==> src/rtl/if_fetch.sv <==
`default_nettype none
// +--------------------------------------------------------------------------+
// | if_fetch : instruction-fetch stage (PC, req/ack fetch, prefetch FIFO)    |
// | Optional perf counters: define IF_PERF_CNT_EN. Revision: 1.0             |
// +--------------------------------------------------------------------------+
module if_fetch #(
  parameter logic [31:0] RESET_PC = 32'h0000_3000,
  parameter int          FB_DEPTH = 2
) (
  input  logic        clk,
  input  logic        clr_n,
  output logic        imem_req,
  output logic [31:0] imem_addr,
  input  logic        imem_ack,
  input  logic [31:0] imem_rdata,
  input  logic        stall,
  input  logic        redirect,
  input  logic [31:0] redirect_pc,
  output logic [31:0] Instr,
  output logic [31:0] pc4,
  output logic        if_valid,
  output logic        flush
`ifdef IF_PERF_CNT_EN
  ,
  output logic [31:0] fetch_cnt,
  output logic [31:0] bubble_cnt
`endif
);

  localparam int AW = $clog2(FB_DEPTH);
  localparam int CW = AW + 1;
  localparam logic [CW-1:0] c_fb_depth = CW'(FB_DEPTH);

  typedef enum logic [1:0] {
    S_IDLE = 2'd0,
    S_REQ  = 2'd1,
    S_DROP = 2'd2
  } state_t;

  state_t        r_state;
  logic [31:0]   r_fetch_pc;
  logic [31:0]   r_addr;
  logic          r_req;

  logic [31:0]   r_fb_instr [FB_DEPTH];
  logic [31:0]   r_fb_pc4   [FB_DEPTH];
  logic [AW-1:0] r_rd_ptr;
  logic [AW-1:0] r_wr_ptr;
  logic [CW-1:0] r_count;
  logic [CW-1:0] w_count_next;

  logic [31:0]   w_tgt;
  logic [31:0]   w_pc_plus4;
  logic          w_push;
  logic          w_pop;

  assign w_tgt      = redirect_pc & 32'hFFFF_FFFC;
  assign w_pc_plus4 = r_fetch_pc + 32'd4;

  assign if_valid  = (r_count != '0);
  assign Instr     = if_valid ? r_fb_instr[r_rd_ptr] : '0;
  assign pc4       = if_valid ? r_fb_pc4[r_rd_ptr]   : '0;
  assign flush     = redirect;
  assign imem_req  = r_req;
  assign imem_addr = r_addr;

  // Redirect beats both push and pop: it empties the FIFO on this edge.
  assign w_push = (r_state == S_REQ) & imem_ack & ~redirect;
  assign w_pop  = if_valid & ~stall & ~redirect;

  always_comb begin
    w_count_next = r_count;
    if (redirect)
      w_count_next = '0;
    else
      w_count_next = r_count + CW'(w_push) - CW'(w_pop);
  end

  always_ff @(posedge clk or negedge clr_n) begin
    if (!clr_n) begin
      r_state    <= S_IDLE;
      r_fetch_pc <= RESET_PC;
      r_addr     <= RESET_PC;
      r_req      <= 1'b0;
    end else begin
      case (r_state)
        S_IDLE: begin
          if (redirect) r_fetch_pc <= w_tgt;
          r_addr <= redirect ? w_tgt : r_fetch_pc;
          if (w_count_next < c_fb_depth) begin
            r_state <= S_REQ;
            r_req   <= 1'b1;
          end
        end
        S_REQ: begin
          if (imem_ack && redirect) begin
            r_fetch_pc <= w_tgt;
            r_addr     <= w_tgt;
          end else if (imem_ack) begin
            r_fetch_pc <= w_pc_plus4;
            r_addr     <= w_pc_plus4;
            if (w_count_next >= c_fb_depth) begin
              r_state <= S_IDLE;
              r_req   <= 1'b0;
            end
          end else if (redirect) begin
            // Request stays on the bus unchanged; its data is thrown away.
            r_fetch_pc <= w_tgt;
            r_state    <= S_DROP;
          end
        end
        S_DROP: begin
          if (redirect) r_fetch_pc <= w_tgt;
          if (imem_ack) begin
            r_state <= S_REQ;
            r_addr  <= redirect ? w_tgt : r_fetch_pc;
          end
        end
        default: begin
          r_state <= S_IDLE;
          r_req   <= 1'b0;
        end
      endcase
    end
  end

  always_ff @(posedge clk) begin
    if (w_push) begin
      r_fb_instr[r_wr_ptr] <= imem_rdata;
      r_fb_pc4[r_wr_ptr]   <= w_pc_plus4;
    end
  end

  always_ff @(posedge clk or negedge clr_n) begin
    if (!clr_n) begin
      r_rd_ptr <= '0;
      r_wr_ptr <= '0;
      r_count  <= '0;
    end else begin
      r_count <= w_count_next;
      if (redirect) begin
        r_rd_ptr <= '0;
        r_wr_ptr <= '0;
      end else begin
        if (w_push) r_wr_ptr <= r_wr_ptr + AW'(1);
        if (w_pop)  r_rd_ptr <= r_rd_ptr + AW'(1);
      end
    end
  end

`ifdef IF_PERF_CNT_EN
  logic [31:0] r_fetch_cnt;
  logic [31:0] r_bubble_cnt;

  always_ff @(posedge clk or negedge clr_n) begin
    if (!clr_n) begin
      r_fetch_cnt  <= '0;
      r_bubble_cnt <= '0;
    end else begin
      if (w_pop) r_fetch_cnt <= r_fetch_cnt + 32'd1;
      if (~if_valid & ~stall & ~redirect) r_bubble_cnt <= r_bubble_cnt + 32'd1;
    end
  end

  assign fetch_cnt  = r_fetch_cnt;
  assign bubble_cnt = r_bubble_cnt;
`endif

endmodule
`default_nettype wire

==> config.mk <==
export PLATFORM = sky130hd
export DESIGN_NAME = if_fetch
export DESIGN_NICKNAME = d
export VERILOG_FILES = /design/src/rtl/if_fetch.sv
export SDC_FILE = /design/constraint.sdc
export NUM_CORES = 1
export LEC_CHECK = 0
export CORE_MARGIN = 1
export CORE_UTILIZATION = 45
export CTS_BUF_LIST = sky130_fd_sc_hd__clkbuf_4
export DETAILED_ROUTE_END_ITERATION = 6
export GPL_ROUTABILITY_DRIVEN = 1
export PLACE_DENSITY = 0.7
export SYNTH_ARGS = -nofsm -noshare
export SYNTH_HDL_FRONTEND = slang
export SYNTH_SLANG_ARGS = --single-unit
export TNS_END_PERCENT = 100
==> constraint.sdc <==
create_clock -name clk -period 7.15 [get_ports clk]
set_input_delay 2.145 -clock clk [delete_from_list [all_inputs] [get_ports clk]]
set_output_delay 2.145 -clock clk [all_outputs]
set_load 0.01 [all_outputs]
### Word level (Yosys, flattened, before mapping)

Memories as Yosys holds them, arrays and structs flattened.
Index checks and enable logic that the tools add are counted.

| word-level totals | value |
|---|---|
| bits in registers | 71 |
| latch bits | 0 |
| RAM bits | 128 |
| ROM bits | 0 |
| logic and storage cells | 73 |
| memories | 2 |

| cells by class | value |
|---|---|
| add/subtract/negate cells | 5 |
| multiply operators | 0 |
| divide/modulo/power cells | 0 |
| order comparisons | 2 |
| eq/ne operators | 10 |
| shift operators | 0 |
| muxes and demuxes | 29 |
| bitwise logic cells | 7 |
| reductions and logical operators | 11 |

Memory list:

| name | words | bits a word | read ports | clocked after memory_dff | wr ports | RTL line | text |
|---|---|---|---|---|---|---|---|
| r_fb_instr | 2 | 32 | 1 | 0 | 1 | 45 | `logic [31:0] r_fb_instr [FB_DEPTH];` |
| r_fb_pc4 | 2 | 32 | 1 | 0 | 1 | 46 | `logic [31:0] r_fb_pc4 [FB_DEPTH];` |

Operators with widths:

| cell | number |
|---|---|
| 32-bit 2-to-1 mux | 8 |
| 32-bit case mux with 3 select lines | 1 |
| 32-bit case mux with 2 select lines | 1 |
| 32-bit by 3-bit adder with 32-bit output, second input constant | 1 |
| 2-bit 2-to-1 mux | 7 |
| 1-bit 2-to-1 mux | 10 |
| 5-bit AND reduction | 2 |
| 2-bit != test, second input constant | 4 |
| 2-bit nonzero test | 4 |
| 3-bit by 2-bit != test with 1-bit output, second input constant | 2 |
| 2-bit case mux with 3 select lines | 1 |
| 1-bit AND | 4 |
| 3-bit != test, second input constant | 1 |
| 1-bit inverter | 3 |
| 1-bit case mux with 3 select lines | 1 |
| 3-bit AND reduction | 1 |
| 3-bit nonzero test | 1 |
| 1-bit adder, second input constant | 2 |
| 2-bit by 1-bit adder with 2-bit output | 1 |
| 2-bit by 1-bit == test with 1-bit output, second input constant | 1 |
| 2-bit == test, second input constant | 1 |
| 2-bit >= comparator, second input constant | 1 |
| 2-bit logical NOT | 1 |
| 2-bit < comparator, second input constant | 1 |
| other kinds (4) | 4 |

### Depth between registers and ports, before layout

Gate-level depths: netlist of run 1.

| depth | value |
|---|---|
| depth after elaboration | 11 |
| mapped depth | 14 |
| gate-level depth less buffers | 11 |

### Worst setup path before layout of run 1

Ideal clock, no wire load.

| timing path | value |
|---|---|
| path kind | input -> register |
| start | input port imem_ack |
| end | memory r_fb_instr[0][0] (enable) |
| setup time | 487 ps |
| arrival | 5663 ps |
| required time | 6663 ps |
| slack | 1000 ps |
| stages on the path | 6 |
| path buffers | 2 |
| cell sequence | clkbuf_1 nand2b_1 nor2_1 inv_1 clkbuf_1 nor2_1 |

| between the ends | value |
|---|---|
| word-level cells in the longest chain between the ends | 4 |

Ends and longest elaborated chain:

| what | RTL line | text |
|---|---|---|
| start, declared | 14 | `input logic imem_ack,` |
| 1-bit AND (2 in a row) | 68 | `assign w_push = (r_state == S_REQ) & imem_ack & ~redirect;` |
| 1-bit 2-to-1 mux | 128 | `if (w_push) begin` |
| 1-bit 2-to-1 mux (not written as such) | 129 | `r_fb_instr[r_wr_ptr] <= imem_rdata;` |
| end, declared | 45 |  |

Every way passes these cells.

### Worst setup path after layout of run 1

| timing path | value |
|---|---|
| start | input port redirect |
| end | output port flush |

RTL lines:

| what | RTL line | text |
|---|---|---|
| start, declared | 17 | `input logic redirect,` |
| end, declared | 22 | `output logic flush` |

No word-level cell between the ends.

==> results of run 1 <==
[synth_stat cells (all sizes together), types with 9 or more instances]
cell type	instances	area, sq um
a21oi	45	225.2
a221o	12	120.1
a22oi	11	82.58
and3	11	68.82
buf	14	71.31
clkbuf	52	195.2
dfrtp	67	1677
edfxtp	128	3844
inv	23	86.33
mux2i	69	690.7
nand2	49	183.9
nand3	18	100.1
nand4	9	56.30
nor2	109	409.1
nor3	15	80.08
nor4	9	90.09
o21ai	47	235.2
o22ai	10	62.56
xnor2	20	175.2
xor2	12	105.1
[sequential cells by signal, summed over array words and instances, names as in the netlist]
register	flops
imem_addr	32
r_fetch_pc	32
r_wr_ptr	1
r_fb_pc4	64
imem_req	1
r_fb_instr	64
r_count	2
r_state	2
r_rd_ptr	1
[worst max path at each step]
stage / to / cells after the start / slack [ps] / start
5_1_grt: flush / 2 / 1760 / redirect
3_5_place_dp: r_fb_pc4[0][3] / 9 / 1760 / imem_ack
2_1_floorplan: r_fb_instr[0][0] / 6 / 1000 / imem_ack
3_3_place_gp: r_fb_pc4[0][3] / 9 / 1770 / imem_ack
6_report: flush / 2 / 1780 / redirect
4_1_cts: flush / 2 / 1780 / redirect
[routing by layer]
layer | share of wire | track usage
met1 | 0.44 | 0.3151
met3 | 0.082 | 0.04161
met2 | 0.47 | 0.3303
met5 | 0 | 0
met4 | 0.0092 | 0.05781
[power by group through the flow]
stage,registers (W),clock network [W],logic (W)
final,0.00164,0.000620,0.00113
after CTS,0.00164,0.000634,0.00114
after global placement,0.00166,0,0.00112
after floorplan,0.00158,0,0.000657
after global routing,0.00166,0.000675,0.00122
after detailed placement,0.00166,0,0.00113
[cells in the final DEF (no fill, tap or decap), types with 6 or more instances in the layout]
cell type / n
a21o_1: 6
a21oi_1: 45
a221o_1: 12
a22oi_1: 11
a31oi_1: 7
and3_1: 10
buf_4: 10
clkbuf_4: 17
clkdlybuf4s50_1: 164
dfrtp_1: 66
edfxtp_1: 128
inv_1: 22
mux2i_1: 69
nand2_1: 49
nand3_1: 16
nand4_1: 9
nor2_1: 107
nor3_1: 14
o21ai_0: 45
o22ai_1: 10
or3_1: 7
xnor2_1: 20
xor2_1: 12
[stage by stage]
stage,area [sq um],setup slack [ps],util,total power [W],cells
after floorplan,9424,1000,-,0.002235,824
after detailed placement,11260,1760,0.5531,0.002795,1203
after CTS,11570,1777,0.5683,0.003411,1235
after global routing,11570,1756,0.5683,0.003561,1235
final,11570,1784,0.5683,0.003391,1235
after global placement,11260,1774,0.5531,0.002783,1203
[cells by family after synthesis]
family | count (synthesis)
AOI/OAI and AO/OA | 185
xor gates and xnor gates | 33
adders and majority gates | 3
buffers and inverters | 89
DFF | 199
muxes | 71
and+or+nand+nor | 244
[cell type report]
class / count / area share
Clock buffer: 17 / 0.01103
Clock inverter: 15 / 0.01568
Inverter: 23 / 0.007460
Multi-Input combinational cell: 536 / 0.3001
Sequential cell: 199 / 0.4864
Tap cell: 270 / 0.02919
Timing Repair Buffer: 175 / 0.1501
==> metrics, run 1 <==
TritonRoute pass-1 iters=7; Core Rows=52; kind of cell adding the most delay to the critical path=buffers and inverters; clock power share=0.183; CTS buffer count=17; drt drc=0; Starting Density=0.4628; xor and xnor area share after synthesis=0.03213; Synth cell types=between 60 and 70; Worst Tran Pin Value=around 1200 ps; CP Capture Type=primary output; setup slack, reg-to-reg=3360 ps; CTS tree=yes; Simple-Gate Fraction of Synth Area=0.1231; Seq/Total Area, Yosys=0.5969; CP max stage cell=clkdlybuf4s50_1; DIE AREA=between 0.02 and 0.025 sq mm; CORE AREA=0.02036 sq mm; WHS=roughly 460 ps; largest family of logic cells by synthesized area=compound AO/OA/AOI/OAI gates; Bufs on Longest Clock Path=2; CTS Sinks=199; Final Cycle Share=0.7505; Crit path top cell by count=clkdlybuf4s50_1; fin crit period=about 5400 ps; worst hold-check path type=reg -> reg; slew margin rel.=0.1710; worst path bufs/invs=2; critical hold path startpoint=imem_addr[13]; status=finished clean; multi-input logic area=~0.0035 sq mm; Total Routing Usage GR=0.2161; worst r2r dst=r_fb_pc4[0][10]; IO Count=168; CP Max Fanout=3; r2r startpoint=r_state[0]; slowest stage delay, CP=about 560 ps; Initial DRC Count=around 940; total number of vias=~7.1k; number of synthesized flops with an enable pin=about 130; vias in the first global route=approximately 6.3k; Combinational Power Share=0.334; H-tree Lvls=4; setup TNS=0 ps; initial antenna violation count=0; final antenna-violating net count=0; Layout fillers=approximately 1.7k; Nets=just over 1k; Post-Synth Adder-Cell Area=0.003983; Sw Share=0.3534; fmax=around 190 MHz; register area=roughly 0.0056 sq mm; crit-path cells=clkdlybuf4s50_1 > clkdlybuf4s50_1; Max VDD drop=~150 uV; Reg power frac=0.483; WHS Endpoint=imem_addr[13]; CP Class=in -> out; first-pass GRT wire length=around 36000 microns; Via density=between 5 and 6; Post-CTS Setup Bufs=0; Port Buffers=165; total internal power=about 0.0022 W; number of setup violations in the final report=0; Worst Reg-to-Reg Cells=7; RSZ-0062 raised after global routing=false; WL final=about 23000 microns; WHS Path Cells=2; Synth Area in Compound Gates=0.1308; Yosys reg bits=roughly 200; Area Overhead vs Synth=22.80%; fraction of registers with async set/reset=0.3568; startpoint type of the worst setup path=input pin; placer congestion estimate=about 0.83; Synth Cell Area=approximately 0.0094 sq mm; Fin. Hold Viols=0; syn_area_per_cell=about 11 sq um; layout cells sized above 1=0.07358; Setup Skew=about 21 ps; drt wl/cell=18.78 microns; CTS clk-pin slew, worst paths=around 160 ps; Yosys warnings=0; largest net degree at the start of global routing=~70; ys flop type=edfxtp_1; Post-Syn Nets=approximately 900; Worst-Skew Late Latency=a little under 600 ps; NetSw=~0.0012 W; cts hold-fix bufs=0; mux cell area share after synthesis=0.07568; Die Height=between 100 and 150 microns; Leak=roughly 4.1 nW; WP data required=~5000 ps; PwrDens=approximately 290 mW/mm^2; Die Wd=between 100 and 150 microns; clock root buffer master=clkbuf_4; Ant. Diodes=0; PostCTS Resize Cnt=0; Overflow after GRT=0; Syn Inst Count=between 800 and 900; HPWL Detailed=~15000 microns; Worst EP arrival=3220 ps; Max Cap Viol=0; Pins Over Slew Limit=0
Power figures use the tool's default switching activity.
==> run 2, diff against run 1 <==
==> constraint.sdc (replaced) <==
create_clock -name clk -period 5.55 [get_ports clk]
set_input_delay 1.665 -clock clk [delete_from_list [all_inputs] [get_ports clk]]
set_output_delay 1.665 -clock clk [all_outputs]
set_load 0.01 [all_outputs]
==> metrics, run 2 (same netlist as run 1, synthesis figures left out) <==
vias in the first global route=6660 (+5.1%); CP Max Fanout=3 (unchanged); Worst-Skew Late Latency=620 ps (+40 ps); Max Cap Viol=0 (unchanged); CTS buffer count=17 (unchanged); Max VDD drop=184.9 uV (+21%); drt wl/cell=18.84 microns (+0.32%); Levels on crit path=2 (unchanged); Port Buffers=165 (unchanged); Final Total Pwr=0.004361 W (+29%); final antenna-violating net count=0 (unchanged); startpoint type of the worst setup path=input pin; fin crit period=approximately 4400 ps; fmax=approximately 230 MHz; CP Class=in -> out; critical hold path startpoint=imem_addr[13]; worst setup margin=1151 ps (-632.6 ps); DIE AREA=0.02153 sq mm (unchanged); Die Wd=146.7 microns (unchanged); cts hold-fix bufs=0 (unchanged); register area=0.005629 sq mm (unchanged); Setup Skew=29.76 ps (+8.319 ps); WL final=23380 microns (+0.81%); number of setup violations in the final report=0 (unchanged); setup TNS=0 ps (unchanged); clock root buffer master=clkbuf_4; Fin. Hold Viols=0 (unchanged); layout cells sized above 1=0.07835 (+0.004775); CP Capture Type=primary output; Leak=4.093 nW (+0.66%); Via density=5.701 (-0.64%); Pins Over Slew Limit=0 (unchanged); CP max stage cell=clkdlybuf4s50_1; worst r2r dst=imem_req; Layout fillers=1738 (+0.29%); r2r startpoint=r_state[0]; PostCTS Resize Cnt=0 (unchanged); kind of cell adding the most delay to the critical path=buffers and inverters; WHS Path Cells=2 (unchanged); crit-path cells=clkdlybuf4s50_1 > clkdlybuf4s50_1; status=finished clean; Final Cycle Share=0.7926; Worst EP arrival=2730 ps (-490 ps); Bufs on Longest Clock Path=2 (unchanged); Die Height=146.7 microns (unchanged); Crit path top cell by count=clkdlybuf4s50_1; Core Rows=52 (unchanged); slowest stage delay, CP=550 ps (about the same); Initial DRC Count=696 (-26%); most frequent cells in the layout=164 x clkdlybuf4s50_1, 128 x edfxtp_1, 107 x nor2_1; IO Count=168 (unchanged); Total Routing Usage GR=0.2219 (+0.005782); slew margin rel.=0.3558 (+0.1849); Worst Tran Pin Value=966.2 ps (-277.3 ps); total number of vias=7075 (-0.16%); worst slack, placed=1132 ps (-627.7 ps); commonest non-fill, non-tap cell in the layout=clkdlybuf4s50_1; first-pass GRT wire length=36850 microns (+2.7%); CTS Sinks=199 (unchanged); WHS Endpoint=imem_addr[13]; worst hold-check path type=reg -> reg; worst path bufs/invs=2 (unchanged); H-tree Lvls=4 (unchanged); WP data required=3880 ps (-1130 ps); Worst Reg-to-Reg Cells=11 (+4); Area Overhead vs Synth=23.27%; CTS tree=yes; PwrDens=375.4 mW/mm^2 (+28%); drt drc=0 (unchanged); multi-input logic area=0.003473 sq mm (unchanged); largest net degree at the start of global routing=72 (unchanged); CTS clk-pin slew, worst paths=170 ps (about the same); TritonRoute pass-1 iters=6 (-1); Overflow after GRT=0 (unchanged); Post-CTS Setup Bufs=0 (unchanged); Post-DP Area=0.01131 sq mm (+0.44%); HPWL Detailed=15420 microns (+2.5%); final instance area=0.01162 sq mm (+0.39%); initial antenna violation count=1 (+1); Starting Density=0.4628 (unchanged); setup slack, reg-to-reg=2250 ps (-1110 ps); RSZ-0062 raised after global routing=false; CORE AREA=0.02036 sq mm (unchanged); biggest regs=r_fb_instr (64), r_fb_pc4 (64); Nets=1029 (+0.49%); WHS=467.4 ps (+4.420 ps); placer congestion estimate=0.8387 (+0.68%)
## run 2: cell types whose count changed in the layout (fill, tap and decap cells not counted), sizes merged
cell and change:
inv -2, buf +5, clkinv +4, diode +1, bufinv -1, clkinvlp -1
## run 2: worst max path at each step
stage	startpoint	end	slack, ps
6_report	redirect	flush	1150
5_1_grt	r_rd_ptr	pc4[16]	1000
4_1_cts	r_rd_ptr	pc4[4]	1120
3_5_place_dp	redirect	flush	1130
3_3_place_gp	redirect	flush	1140
2_1_floorplan	imem_ack	r_fb_instr[0][0]	950
## run 2: routing by layer
metal	up-vias	GRT usage	share of wire
met2	295	0.3491	0.47
met4	0	0.06771	0.019
met5	-	0	0
met1	3438	0.3139	0.44
li1	3309	-	-
met3	33	0.03913	0.072
## run 2: stage by stage
step | std cells | util
detailed placement | 1208 | 0.5555
global route | 1241 | 0.5705
floorplan | 824 | -
finish | 1241 | 0.5705
CTS | 1240 | 0.5703
global placement | 1208 | 0.5555
## run 2: layout make-up
class	count	share of cell area
antenna	1	0.0002154
clock buffer	17	0.01099
clock inverter	15	0.01497
inverter	23	0.007431
multi-input combinational	536	0.2990
sequential	199	0.4845
tap	270	0.02908
timing repair buffer	180	0.1538
## run 2: where the power goes
part,switching [W],total [W],internal (W)
registers,0.000246,0.00209,0.00185
logic,0.000758,0.00149,0.000735
clock network,0.000565,0.000776,0.000212
==> RTL change, RTL diff (config.mk and constraints of run 2) <==
Change the parameter `FB_DEPTH` from 2 to 4.
--- a/src/rtl/if_fetch.sv
+++ b/src/rtl/if_fetch.sv
@@ -5,7 +5,7 @@
 // +--------------------------------------------------------------------------+
 module if_fetch #(
   parameter logic [31:0] RESET_PC = 32'h0000_3000,
-  parameter int          FB_DEPTH = 2
+  parameter int          FB_DEPTH = 4
 ) (
   input  logic        clk,
   input  logic        clr_n,
Behaviour: not the same (a bounded check fails within 4 cycles, from zero or initial values).
==> RTL change against run 2 <==
- worst setup slack lost 0.35 ns
- synthesized area grew 55%
- hold slack gained 0.012 ns
- sequential cell count grew 131
- sequential power grew 77%
- wire length grew 48%
- final cell count grew 39%
- via count grew 38%
- cell area grew 55%
- power grew 110%
==> RTL change: results (changes against run 2) <==
Synth
  – Area contributors post-synth: edfxtp_1 (53%), dfrtp_1 (12%), mux4_2 (9.9%), and2_1 (2.9%), o21ai_0 (2.1%) (was edfxtp_1 (41%), dfrtp_1 (18%), mux2i_1 (7.3%), nor2_1 (4.3%), a21oi_1 (2.4%))
  – Post-synth top cells: edfxtp_1 (256), dfrtp_1 (70), nand2_1 (69), and2_1 (68), mux4_2 (64) (was edfxtp_1 (128), nor2_1 (109), mux2i_1 (69), dfrtp_1 (67), clkbuf_1 (52))
  – Seq/Total Area, Yosys: 65.3% (was 59.7%)
  – Post-synth EDFFs: 256 (was 128)
  – Syn Area/Cell: 14.3 µm² (was 11.4 µm²)
  – Synth cell types: 62 (was 65)

Run status
  – Outcome: finished, final reports clean (unchanged)

Timing
  – Fin Hold WS: 0.480 ns (was 0.467 ns)
  – Slew @ Worst Pin: 1.03 ns (was 0.966 ns)

Clock network
  – Clock buffer depth: 3 (was 2)
  – Htree depth: 3 (was 4)
  – CTS Sinks: 330 (was 199)
  – Reg clk slew, reported paths: 0.06 ns (was 0.17 ns)
  – Num CTS Buffers: 87 (was 17)
  – Clk Latency, worst-skew pair: 0.71 ns (was 0.62 ns)

Final layout
  – Layout net count: 1310 (was 1029)
  – Ratio of cells with drive above 1 in the final layout: 19.8% (was 7.84%)
  – Biggest regs: r_fb_instr: 128 flops, r_fb_pc4: 128 flops (was r_fb_instr: 64 flops, r_fb_pc4: 64 flops)

Routing
  – Met2 WL post-DR: 16800 µm (was 11000 µm)
  – Drt first pass iters: 5 (was 6)
  – Drt via density: 5.63 (was 5.70)
  – Met1 wire length: 14600 µm (was 10200 µm)
  – WL met3: 2540 µm (was 1690 µm)

Setup path
  – WP data arrival: 3.08 ns (was 2.73 ns)
  – Slowest stage cell, crit path: dfrtp_4 (was clkdlybuf4s50_1)
  – Reg2Reg Setup Slack: 2.74 ns (was 2.25 ns)
  – Worst setup endpoint: Instr[4] (was flush)
  – Worst r2r path cells: 5 (was 11)
  – Crit path launch: r_rd_ptr[0]$_DFFE_PN0P_ (was redirect)

Global routing
  – M3 GR Usage: 4.47% (was 3.91%)
  – Tot GR Track Use: 21.6% (was 22.2%)
  – Largest net degree at the start of global routing: 75 (was 72)
  – First-pass GRT wire length: 55000 µm (was 36900 µm)
  – M1 GR Usage: 29.1% (was 31.4%)
  – GR Layer Usage met2: 34.8% (was 34.9%)

Placed design
  – Post-DP HPWL: 21900 µm (was 15400 µm)
  – Placer Congestion: 0.860 (was 0.839)

Min path
  – Startpoint of the worst hold path: imem_addr[12]$_DFFE_PN1P_ (was imem_addr[13]$_DFFE_PN1P_)

Power
  – Leakage power total: 6.26 nW (was 4.09 nW)
  – Power per Cell Area: 519 nW/µm² (was 375 nW/µm²)
==> RTL change: kinds of logic after synthesis <==
logic type / synth area share [%]
AO/OA/AOI/OAI: 9.34
adder cells (fa/ha/maj): 0.736
multiplexers: 10.3
flip-flops: 65.3
AND/OR/NAND/NOR: 9.74
buffers and inverters: 2.43
XOR/XNOR: 2.15
==> RTL change: per-stage QoR <==
step           util, %  area, µm²  setup slack (ns)
3_5_place_dp      53.1      16900              1.01
6_report          56.7      18000             0.803
4_1_cts           56.7      18000             0.669
5_1_grt           56.7      18000             0.572
3_3_place_gp      53.1      16900             0.976
2_1_floorplan        -      14600             0.728
==> RTL change: area by class of cell <==
class | instances | area (µm²) | area share [%]
multi-input combinational | 600 | 4740 | 26.3
clock buffer | 129 | 968 | 5.37
timing repair buffer | 193 | 1970 | 10.9
antenna | 1 | 2.50 | 0.0139
tap | 435 | 544 | 3.02
inverter | 21 | 78.8 | 0.437
sequential | 330 | 9550 | 53.0
clock inverter | 22 | 180 | 0.999
